### src/rtl/hamming_secded_pipe.sv
// Two-stage pipelined Hamming SECDED codec with per-word encode/decode mode,
// valid/ready on both sides and saturating corrected/uncorrectable counters.
module hamming_secded_pipe #(
  parameter int DATA_W = 11,
  parameter int CNT_W  = 16,
  localparam int PAR_W  = (DATA_W <= 4) ? 3 : (DATA_W <= 11) ? 4 : (DATA_W <= 26) ? 5 : 6,
  localparam int CODE_W = DATA_W + PAR_W + 1
) (
  input  logic              clk,
  input  logic              rst,
  input  logic              in_valid,
  output logic              in_ready,
  input  logic              in_mode,
  input  logic [CODE_W-1:0] in_data,
  output logic              out_valid,
  input  logic              out_ready,
  output logic              out_mode,
  output logic [CODE_W-1:0] out_data,
  output logic [1:0]        out_err,
  output logic [PAR_W-1:0]  out_syndrome,
  input  logic              clr_cnt,
  output logic [CNT_W-1:0]  cnt_corr,
  output logic [CNT_W-1:0]  cnt_uncorr
);

  localparam int HAM_W = CODE_W - 1;

  // Data bit index held by non-power-of-two position p (positions 1..HAM_W).
  function automatic int data_idx(input int p);
    return p - $clog2(p + 1) - 1;
  endfunction

  function automatic bit is_pow2(input int p);
    return (p & (p - 1)) == 0;
  endfunction

  // Positions whose index has bit k set, as a bit vector (bit p-1 for position p).
  function automatic logic [HAM_W-1:0] grp_mask(input int k);
    logic [HAM_W-1:0] m;
    m = '0;
    for (int p = HAM_W; p >= 1; p--) begin
      m = {m[HAM_W-2:0], ((p >> k) & 1) == 1};
    end
    return m;
  endfunction

  // Pipeline state
  logic              s1_valid_reg;
  logic              s1_mode_reg;
  logic [CODE_W-1:0] s1_word_reg;
  logic [PAR_W-1:0]  s1_syn_reg;
  logic              s1_q_reg;

  logic              out_valid_reg;
  logic              out_mode_reg;
  logic [CODE_W-1:0] out_data_reg;
  logic [1:0]        out_err_reg;
  logic [PAR_W-1:0]  out_syn_reg;
  logic [CNT_W-1:0]  cnt_corr_reg;
  logic [CNT_W-1:0]  cnt_uncorr_reg;

  // Combinational datapath
  logic [HAM_W-1:0]  enc_base;
  logic [HAM_W-1:0]  enc_ham;
  logic [PAR_W-1:0]  enc_syn;
  logic [PAR_W-1:0]  in_syn;
  logic [CODE_W-1:0] s1_word_next;
  logic [HAM_W-1:0]  dec_flip;
  logic [HAM_W-1:0]  dec_fixed;
  logic [DATA_W-1:0] dec_data;
  logic              dec_syn_nz;
  logic [CODE_W-1:0] out_data_next;
  logic [1:0]        out_err_next;
  logic [PAR_W-1:0]  out_syn_next;

  logic s2_load;
  logic s1_load;
  logic accept;
  logic out_hs;

  genvar gi;

  generate
    for (gi = 1; gi <= HAM_W; gi++) begin : g_pos
      if (is_pow2(gi)) begin : g_par
        // Parity position 2^k takes syndrome bit k of the data-only vector,
        // which zeroes the syndrome of the finished codeword.
        assign enc_base[gi-1] = 1'b0;
        assign enc_ham[gi-1]  = enc_syn[$clog2(gi)];
      end else begin : g_dat
        assign enc_base[gi-1]           = in_data[data_idx(gi)];
        assign enc_ham[gi-1]            = in_data[data_idx(gi)];
        assign dec_data[data_idx(gi)]   = dec_fixed[gi-1];
      end
      assign dec_flip[gi-1] = s1_q_reg && (s1_syn_reg == PAR_W'(gi));
    end

    for (gi = 0; gi < PAR_W; gi++) begin : g_syn
      localparam logic [HAM_W-1:0] MASK = grp_mask(gi);
      assign enc_syn[gi] = ^(enc_base & MASK);
      assign in_syn[gi]  = ^(in_data[HAM_W-1:0] & MASK);
    end
  endgenerate

  assign s1_word_next = in_mode ? in_data : {^enc_ham, enc_ham};
  assign dec_fixed    = s1_word_reg[HAM_W-1:0] ^ dec_flip;
  assign dec_syn_nz   = (s1_syn_reg != '0);

  always_comb begin
    out_data_next = s1_word_reg;
    out_err_next  = 2'b00;
    out_syn_next  = '0;
    if (s1_mode_reg) begin
      out_data_next = {{(CODE_W-DATA_W){1'b0}}, dec_data};
      out_syn_next  = s1_syn_reg;
      if (s1_q_reg) begin
        out_err_next = dec_syn_nz ? 2'b01 : 2'b11;
      end else begin
        out_err_next = dec_syn_nz ? 2'b10 : 2'b00;
      end
    end
  end

  // Handshake: S2 refills when empty or draining; S1 when empty or moving on.
  assign s2_load  = !out_valid_reg || out_ready;
  assign s1_load  = !s1_valid_reg || s2_load;
  assign in_ready = s1_load && !rst;
  assign accept   = in_valid && in_ready;
  assign out_hs   = out_valid_reg && out_ready;

  always_ff @(posedge clk or posedge rst) begin
    if (rst) begin
      s1_valid_reg  <= 1'b0;
      s1_mode_reg   <= 1'b0;
      s1_word_reg   <= '0;
      s1_syn_reg    <= '0;
      s1_q_reg      <= 1'b0;
      out_valid_reg <= 1'b0;
      out_mode_reg  <= 1'b0;
      out_data_reg  <= '0;
      out_err_reg   <= 2'b00;
      out_syn_reg   <= '0;
    end else begin
      if (s1_load) begin
        s1_valid_reg <= accept;
        if (accept) begin
          s1_mode_reg <= in_mode;
          s1_word_reg <= s1_word_next;
          s1_syn_reg  <= in_syn;
          s1_q_reg    <= ^in_data;
        end
      end
      if (s2_load) begin
        out_valid_reg <= s1_valid_reg;
        if (s1_valid_reg) begin
          out_mode_reg <= s1_mode_reg;
          out_data_reg <= out_data_next;
          out_err_reg  <= out_err_next;
          out_syn_reg  <= out_syn_next;
        end
      end
    end
  end

  always_ff @(posedge clk or posedge rst) begin
    if (rst) begin
      cnt_corr_reg   <= '0;
      cnt_uncorr_reg <= '0;
    end else if (clr_cnt) begin
      cnt_corr_reg   <= '0;
      cnt_uncorr_reg <= '0;
    end else if (out_hs && out_mode_reg) begin
      if (out_err_reg[0] && (cnt_corr_reg != '1)) begin
        cnt_corr_reg <= cnt_corr_reg + 1'b1;
      end
      if ((out_err_reg == 2'b10) && (cnt_uncorr_reg != '1)) begin
        cnt_uncorr_reg <= cnt_uncorr_reg + 1'b1;
      end
    end
  end

  assign out_valid    = out_valid_reg;
  assign out_mode     = out_mode_reg;
  assign out_data     = out_data_reg;
  assign out_err      = out_err_reg;
  assign out_syndrome = out_syn_reg;
  assign cnt_corr     = cnt_corr_reg;
  assign cnt_uncorr   = cnt_uncorr_reg;

endmodule
### config.mk
export PLATFORM = sky130hd
export DESIGN_NAME = hamming_secded_pipe
export DESIGN_NICKNAME = d
export VERILOG_FILES = /design/src/rtl/hamming_secded_pipe.sv
export SDC_FILE = /design/constraint.sdc
export NUM_CORES = 1
export LEC_CHECK = 0
export CAP_MARGIN = 15
export CORE_MARGIN = 1
export CORE_UTILIZATION = 40
export DETAILED_ROUTE_END_ITERATION = 8
export PLACE_DENSITY = 0.7
export REMOVE_ABC_BUFFERS = 1
export SYNTH_ARGS = -nofsm -noshare
export SYNTH_HDL_FRONTEND = slang
export SYNTH_SLANG_ARGS = --single-unit
### constraint.sdc
create_clock -name clk -period 5.5 [get_ports clk]
set_input_delay 1.375 -clock clk [delete_from_list [all_inputs] [get_ports clk]]
set_output_delay 1.375 -clock clk [all_outputs]
set_load 0.01 [all_outputs]
==> out/metrics.csv, run 1 <==
metric,value,unit
Area Overhead vs Synth,26.1,%
vias in the first global route,3285,
CP arrival,2780,ps
Placed Cells,637,
status,"complete, no violations",
register area,1980,um2
CTS Buf Count,9,
Critical path destination,in_ready,
yosys warns,0,
fin cells,653,
drt first pass iters,4,
Min-Delay Path Class,reg -> reg,
buffer type at the clock tree root,clkbuf_8,
cell with the most instances after synthesis,dfrtp_1,
Ports,79,
CTS tree,done,
Reg2Reg Setup Slack,3250,ps
global-route wire length before repair,15.5,mm
DIE HEIGHT,106,um
Yosys top cell area share,45.9,%
WL final,9.16,mm
global route overflow,0,
Yosys cell types,42,
DRC viols,0,
detailed placement HPWL,6.61,mm
htree depth,3,
Layout Skew,10.2,ps
final antenna-violating net count,0,
Crit Path Category,in -> out,
Clock Latency Late Sink,340,ps
largest net degree at the start of global routing,80,
routed vias,3332,
Clock Path Buffers,2,
count of input and output buffers,78,
Setup crit end kind,output port,
FF-to-FF path depth,7,
Critical Path RT,4120,ps
drt first-iter violations,99,
full die area,11200,um2
synthesized area,4300,um2
max-slew violation count,0,
Starting Density,41.5,%
R2R Path Start,cnt_corr[0]$_DFFE_PP0P_,
RR Endpoint,cnt_corr[8]$_DFFE_PP0P_,
clock transition at the registers of the reported paths,70,ps
Worst-Margin Slew,980,ps
crit path max fanout,4,
Synth area leaders,"dfrtp_1, xor2_1, xnor2_1",
ratio of cells with drive above 1 in the final layout,5.61,%
"Avg Cell Area, Syn",9.72,um2
Power Density,305,nW/um2
post-synthesis sequential area ratio,45.9,%
footprint of the multi-input gates,2210,um2
ys async rst share,100,%
post-route setup slack,1350,ps
P_leak,2.31,nW
maximum vdd drop,0.157,mV
f_max,0.241,GHz
"Hold-fix buffers, CTS",0,
fin crit share,75.5,%
post-CTS resize count,0,
minimum clock period,4150,ps
total power,1.66,mW
wire per inst,14.0,um
flop and latch count out of synthesis,79,
fill count,1005,
Synth area leader,dfrtp_1,
pre-CTS setup slack,1340,ps
row count,37,
final hold violations,0,
Placer Congestion,0.843,
nets@finish,537,
Max-Cap Viols,0,
Post-synth EDFFs,0,
Die Span X,106,um
ys flop type,dfrtp_1,
post-CTS setup buffer count,0,
Total Neg Setup Slack,0,ps
Rel. slew slack,34.7,%
CTS Sinks,79,
synthesized instance count,443,
GRT Total Usage,17.4,%
initial antenna violation count,0,
core area,10400,um2
CP startpoint,out_ready,
vias per inst,5.10,
startpoint types,input port,
Setup-failing EPs final,0,
most frequent cells after synthesis,"dfrtp_1, nand2_1, o21ai_0, nor2_1, xor2_1",
Ant. Diodes,0,
unrepaired setup endpoints after global routing,false,
-- metrics by stage --
step                util [%]  instance area (um2)  hold slack (ps)
detailed placement      50.0                 5190              469
finish                  52.4                 5430              480
global route            52.4                 5430              512
floorplan                  -                 4210              449
global placement        50.0                 5190              465
CTS                     52.1                 5400              487
-- cells by family after synthesis --
group,count (synthesis),synth area share [%]
XOR/XNOR,72,17.1
adder cells (fa/ha/maj),2,0.581
multiplexers,27,6.34
buffers and inverters,31,2.82
flip-flops,79,45.9
AO/OA/AOI/OAI,69,9.36
AND/OR/NAND/NOR,163,17.9
-- worst max-delay path: stages --
cell	delay, ps
clkdlybuf4s50_1	510
nand3b_1	140
and2_1	190
clkdlybuf4s50_1	550
-- per-layer routing --
metal / routed length (um) / part of all wire, % / global-route usage [%] / up-vias
met1: 4260 / 47 / 22.0 / 1589
met5: 0 / 0 / 0 / -
li1: - / - / - / 1654
met4: 47 / 0.51 / 4.37 / 0
met3: 412 / 4.5 / 3.90 / 4
met2: 4440 / 48 / 30.1 / 85
-- worst min path at each step --
stage	startpoint	end	slack, ps	depth (start not counted)
6_report	out_data[9]$_DFFE_PP0P_	out_data[9]$_DFFE_PP0P_	480	2
5_1_grt	s1_word_reg[0]$_DFFE_PP0P_	s1_word_reg[0]$_DFFE_PP0P_	510	2
4_1_cts	s1_word_reg[0]$_DFFE_PP0P_	s1_word_reg[0]$_DFFE_PP0P_	490	2
3_5_place_dp	s1_word_reg[0]$_DFFE_PP0P_	s1_word_reg[0]$_DFFE_PP0P_	470	2
3_3_place_gp	s1_word_reg[1]$_DFFE_PP0P_	s1_word_reg[1]$_DFFE_PP0P_	460	2
2_1_floorplan	s1_word_reg[0]$_DFFE_PP0P_	s1_word_reg[0]$_DFFE_PP0P_	450	2
-- final cells by class --
cell class	count	area share (%)
sequential	79	36.4
multi-input combinational	333	40.6
tap	136	3.13
inverter	7	0.484
clock buffer	11	2.60
timing repair buffer	83	15.4
clock inverter	4	1.29
-- power breakdown --
| group | total [mW] | internal [mW] | switching [mW] |
|---|---|---|---|
| combinational | 0.432 | 0.237 | 0.195 |
| sequential | 0.759 | 0.671 | 0.0871 |
| clock | 0.465 | 0.264 | 0.200 |
| total | 1.66 | 1.17 | 0.482 |
-- cell usage in the layout, fill, tap and decap left out, types with 5 or more instances in the layout --
master / Yosys / routed
a2111oi_0: 5 / 5
dfrtp_1: 79 / 79
nand4_1: 6 / 6
nand3_1: 14 / 14
inv_1: 7 / 6
o211ai_1: 5 / 5
o21ai_0: 44 / 44
nand2b_1: 11 / 11
mux2i_1: 25 / 25
nor4_1: 5 / 5
xnor2_1: 31 / 31
xor2_1: 34 / 34
nor2_1: 43 / 43
clkbuf_8: 0 / 10
a21oi_1: 5 / 5
nand2_1: 60 / 60
clkdlybuf4s50_1: 0 / 78
(Power assumes the default switching activity.)
==> inputs of run 2 (changes only) <==
- PLACE_DENSITY: 0.7 -> 0.72
- clock period: 5.5 -> 3.8 ns (I/O delays scaled with it)
==> run 2 against run 1 <==
Compared with the run above:
- global-route usage grew 0.67 points
- final cell count grew 0.15%
- combinational power grew 46%
- non-clock buffer count is the same
- via count is essentially flat
- total power grew 50%
- largest cell class unchanged
- critical path type unchanged
- die area is the same
- highest routed layer unchanged
==> out/metrics.csv, run 2 (synthesis results as in run 1) <==
metric,value,unit,change
ratio of cells with drive above 1 in the final layout,5.79,%,+0.18 points
post-CTS setup buffer count,0,,unchanged
Int Power,1.77,mW,+51%
final hold violations,0,,unchanged
Clock Latency Late Sink,350,ps,about the same
core area,10400,um2,unchanged
WL final,9.33,mm,+1.9%
unrepaired setup endpoints after global routing,false,,
"Critical Path, Cell by Cell",clkdlybuf4s50_1 > nand3b_1 > and2_1 > clkdlybuf4s50_1,,
global route overflow,0,,unchanged
Setup crit end kind,output port,,
fin crit share,85.5,%,
detailed placement HPWL,6.72,mm,+1.8%
post-route setup slack,551,ps,-797 ps
initial antenna violation count,0,,unchanged
CP max stage cell,clkdlybuf4s50_1,,
Clock Power Share,30.3,%,+2.2 points
CP arrival,2300,ps,-480 ps
Crit Path Category,in -> out,,
Comb pwr share,25.4,%,-0.7 points
row count,37,,unchanged
Ports,79,,unchanged
Rel. slew slack,35.1,%,+0.45 points
DRC viols,0,,unchanged
Reg power frac,44.2,%,-1.6 points
Starting Density,41.5,%,unchanged
GRT Total Usage,18.1,%,+0.67 points
Power Density,456,nW/um2,+50%
"commonest non-fill, non-tap cell in the layout",dfrtp_1,,
full die area,11200,um2,unchanged
Worst-Margin Slew,973,ps,-6.70 ps
status,"complete, no violations",,
routed vias,3331,,-0.030%
max-slew violation count,0,,unchanged
most frequent cells in the layout,"dfrtp_1, clkdlybuf4s50_1, nand2_1",,
Area Overhead vs Synth,26.5,%,
Ant. Diodes,0,,unchanged
nets@finish,537,,unchanged
CTS tree,done,,
final antenna-violating net count,0,,unchanged
post-CTS resize count,0,,unchanged
Die Span X,106,um,unchanged
f_max,0.308,GHz,
Layout Skew,9.21,ps,-1.02 ps
Crit path largest cell delay,530,ps,-20 ps
wire per inst,14.3,um,+1.7%
Critical Path RT,2850,ps,-1270 ps
Min-Delay Path Class,reg -> reg,,
P_sw,716,uW,+48%
P_leak,2.31,nW,about the same
largest net degree at the start of global routing,80,,unchanged
Setup-failing EPs final,0,,unchanged
vias per inst,5.09,,-0.18%
CTS Sinks,79,,unchanged
count of input and output buffers,78,,unchanged
drt first pass iters,4,,unchanged
crit path max fanout,4,,unchanged
Switching Share,28.8,%,-0.31 points
minimum clock period,3250,ps,
hold_ws,483,ps,+3.21 ps
CTS Buf Count,9,,unchanged
Crit path top cell by count,clkdlybuf4s50_1,,
startpoint types,input port,,
"Hold-fix buffers, CTS",0,,unchanged
global-route wire length before repair,16.1,mm,+3.7%
clock transition at the registers of the reported paths,70,ps,about the same
Placer Congestion,0.855,,+1.4%
htree depth,3,,unchanged
drt first-iter violations,154,,+56%
vias in the first global route,3322,,+1.1%
Max-Cap Viols,0,,unchanged
maximum vdd drop,0.238,mV,+52%
Clock Path Buffers,2,,unchanged
buffer type at the clock tree root,clkbuf_8,,
pre-CTS setup slack,561,ps,-782 ps
DIE HEIGHT,106,um,unchanged
==> run 2: cell count changes in the layout (fill, tap and decap cells not counted) <==
cell	before	now
clkinvlp_4	0	2
bufinv_16	2	3
buf_4	4	5
clkinv_2	2	0
buf_16	1	0
==> run 2: routing by layer <==
metal / vias up / GRT usage [%] / part of all wire (%)
met5: - / 0 / 0
met1: 1582 / 24.0 / 45
met2: 86 / 30.3 / 50
li1: 1654 / - / -
met4: 0 / 4.56 / 1.0
met3: 9 / 3.59 / 4.3
==> run 2: area by class of cell <==
type | count | area [um2]
clock buffers | 11 | 141
clock inverters | 5 | 105
fillers | 939 | 4930
inverters | 7 | 26.3
multi-input cells | 333 | 2210
flip-flops and latches | 79 | 1980
well taps | 136 | 170
repair buffers | 83 | 818
==> run 2: path summary, 6_finish.rpt <==
check / cells after the start / start / to / slack [ps]
max: 4 / out_ready / in_ready / 550
min: 2 / out_data[2]$_DFFE_PP0P_ / out_data[2]$_DFFE_PP0P_ / 480
max reg2reg: 7 / cnt_corr[0]$_DFFE_PP0P_ / cnt_corr[9]$_DFFE_PP0P_ / 1360
min reg2reg: 2 / out_data[2]$_DFFE_PP0P_ / out_data[2]$_DFFE_PP0P_ / 480
max in group asynchronous: 3 / rst / cnt_corr[8]$_DFFE_PP0P_ / 1830
min in group asynchronous: 3 / rst / cnt_uncorr[5]$_DFFE_PP0P_ / 1350
==> run 2: power by group through the flow <==
| stage | Clock [mW] | Combinational, mW | Sequential (mW) |
|---|---|---|---|
| after global routing | 0.817 | 0.701 | 1.12 |
| after CTS | 0.776 | 0.643 | 1.10 |
| final | 0.754 | 0.631 | 1.10 |
| after detailed placement | 0 | 0.640 | 1.12 |
| after floorplan | 0 | 0.320 | 1.12 |
| after global placement | 0 | 0.630 | 1.11 |
==> run 2: per-stage QoR <==
| step | utilization (%) | setup TNS [ps] | cell area, um2 | std cells | total power, mW |
|---|---|---|---|---|---|
| 3_5_place_dp | 50.1 | 0 | 5200 | 638 | 1.76 |
| 5_1_grt | 52.5 | 0 | 5440 | 654 | 2.64 |
| 6_report | 52.5 | 0 | 5440 | 654 | 2.48 |
| 3_3_place_gp | 50.1 | 0 | 5200 | 638 | 1.74 |
| 2_1_floorplan | - | -3330 | 4210 | 419 | 1.45 |
| 4_1_cts | 52.5 | 0 | 5440 | 654 | 2.52 |
==> run 2: critical path, delay by kind of cell <==
family	cells	cell delay [ps]
buffers and inverters	2	1050
AND/OR/NAND/NOR	2	290
==> patch, RTL diff (settings of run 1) <==
Register the input `in_mode` before use, without a reset. The logic sees it one clock later. The other inputs are not delayed to match.
--- a/src/rtl/hamming_secded_pipe.sv
+++ b/src/rtl/hamming_secded_pipe.sv
@@ -24,6 +24,12 @@
 );
 
   localparam int HAM_W = CODE_W - 1;
+
+  logic in_mode_q;
+
+  always_ff @(posedge clk) begin
+    in_mode_q <= in_mode;
+  end
 
   // Data bit index held by non-power-of-two position p (positions 1..HAM_W).
   function automatic int data_idx(input int p);
@@ -102,7 +108,7 @@
     end
   endgenerate
 
-  assign s1_word_next = in_mode ? in_data : {^enc_ham, enc_ham};
+  assign s1_word_next = in_mode_q ? in_data : {^enc_ham, enc_ham};
   assign dec_fixed    = s1_word_reg[HAM_W-1:0] ^ dec_flip;
   assign dec_syn_nz   = (s1_syn_reg != '0);
 
@@ -144,7 +150,7 @@
       if (s1_load) begin
         s1_valid_reg <= accept;
         if (accept) begin
-          s1_mode_reg <= in_mode;
+          s1_mode_reg <= in_mode_q;
           s1_word_reg <= s1_word_next;
           s1_syn_reg  <= in_syn;
           s1_q_reg    <= ^in_data;
Behaviour: not the same (Yosys sat finds a counterexample within 4 cycles, from zero or initial values and one cycle with rst high).
==> patch against run 1 <==
Cell area increased by 0.85%; via count increased by 2.7%; total power increased by 0.60%; setup slack got worse by 0.12 ns; area after synthesis increased by 0.99%; register-to-register slack got worse by 0.10 ns; hold slack improved by 0.0076 ns; sequential cell count increased by 1; utilization increased by 0.21 points; routed wire length increased by 4.3%; critical endpoint unchanged.
==> patch: results (changes against run 1) <==
worst_setup_path:
  cpPeakStageDelay_ns: 0.61  # +0.06 ns
  arrival_ns: 2.89  # +0.11 ns
  r2r_slack_ns: 3.15  # -0.10 ns
sta:
  worst_pin_slew_ns: 0.967  # -0.0130 ns
  holdWs_ns: 0.487  # +0.00756 ns
  finClkSkew_ns: 0.0110  # +0.000724 ns
  fin_crit_sh: 0.776  # +0.0210
synthesis:
  synthTopCellsByArea: "dfrtp_1, xnor2_1, mux2i_1, nand2_1, o21ai_0"
  ys_seq_area_frac: 0.459  # about the same
  syn_avg_cell_area_um2: 9.57  # -1.5%
  ys_async_sr_fraction: 0.988  # -0.0125
  yosys-top-cells-count: "dfrtp_1, nand2_1, xnor2_1"
  synth.distinct_cells: 39  # -7.1%
grt:
  grt.total_usage: 0.178  # +0.00355
  use_met1: 0.239  # +0.0188
  grt_pass1_wl_mm: 15.9  # +2.8%
  grt_pass1_vias: 3255  # -0.91%
  grt_max_degree: 47  # -41%
  met2_usage: 0.291  # -0.00984
status:
  status: "finished, final reports clean"
drt:
  via_count: 3422  # +2.7%
  wl_met3_um: 445  # +8.0%
  first_iter_violations: 121  # +22%
  wl_met2_mm: 4.59  # +3.4%
  dr.pass1.iters: 4  # unchanged
  wl_met1_mm: 4.47  # +4.9%
  routed_wirelength_mm: 9.55  # +4.3%
finish:
  fillers: 962  # -4.3%
  drive_gt1_frac: 0.0527  # -0.00336
  finalNonFillerCells: 667  # +2.1%
  layout.nets: 551  # +2.6%
placement:
  hpwl_mm: 6.89  # +4.3%
  gp_congestion: 0.895  # +6.2%
  placedCellCount: 651  # +2.2%
  place_area_mm2: 0.00525  # +1.1%
  pre_cts_slack_ns: 1.27  # -0.0763 ns
pwr:
  swShare: 0.300  # +0.00840
  ir_drop_v: 0.000157  # +0.19%
clocking:
  numCtsBuffers: 9  # unchanged
==> patch: changes by cell type in the layout (fill, tap and decap cells not counted), moves of 3 or more <==
cell and change:
nor2b_1 +3, o211ai_1 -5, xnor2_1 +21, nor2_1 +3, nand4_1 +3, a211oi_1 +4, xor2_1 -12, nor3_1 +5
==> patch: path summary, 6_finish.rpt <==
check	from	end
setup / recovery	out_ready	in_ready
hold / removal	out_syndrome[3]	out_syndrome[3]
setup reg to reg	cnt_corr[0]	cnt_corr[0]
hold reg to reg	out_syndrome[3]	out_syndrome[3]
max in group asynchronous	rst	s1_word_reg[12]
min in group asynchronous	rst	cnt_corr[6]
==> patch: worst reg2reg max path: cells and delay by family (launching register included) <==
family                     cells  cell delay, ns
and+or+nand+nor                3            1.03
adders and majority gates      1            0.20
xor gates and xnor gates       1            0.18
buffers and inverters          1            0.28
DFF                            1            0.44
AOI/OAI and AO/OA              1            0.12
==> patch: cell type report <==
cell class	instances	area [µm²]	area share
clock buffers	11	131	0.0240
clock inverters	4	70.1	0.0128
inverters	9	33.8	0.00617
multi-input cells	344	2230	0.408
flip-flops and latches	80	2000	0.365
well taps	136	170	0.0311
repair buffers	83	838	0.153
==> patch: kinds of logic (layout without fill, tap and decap cells) <==
family                     count (synthesis)  after routing  synth area share
AOI/OAI and AO/OA                         66             66            0.0907
xor gates and xnor gates                  78             78             0.170
adders and majority gates                  2              2           0.00576
buffers and inverters                     30            107            0.0265
DFF                                       80             80             0.459
muxes                                     27             27            0.0628
and+or+nand+nor                          171            171             0.185
==> patch: power groups by stage <==
stage          logic [mW]  clock network [mW]  registers, mW
2_1_floorplan       0.222                   0          0.790
3_3_place_gp        0.429                   0          0.783
3_5_place_dp        0.435                   0          0.788
4_1_cts             0.437               0.473          0.776
5_1_grt             0.479               0.502          0.791
6_report            0.433               0.457          0.775
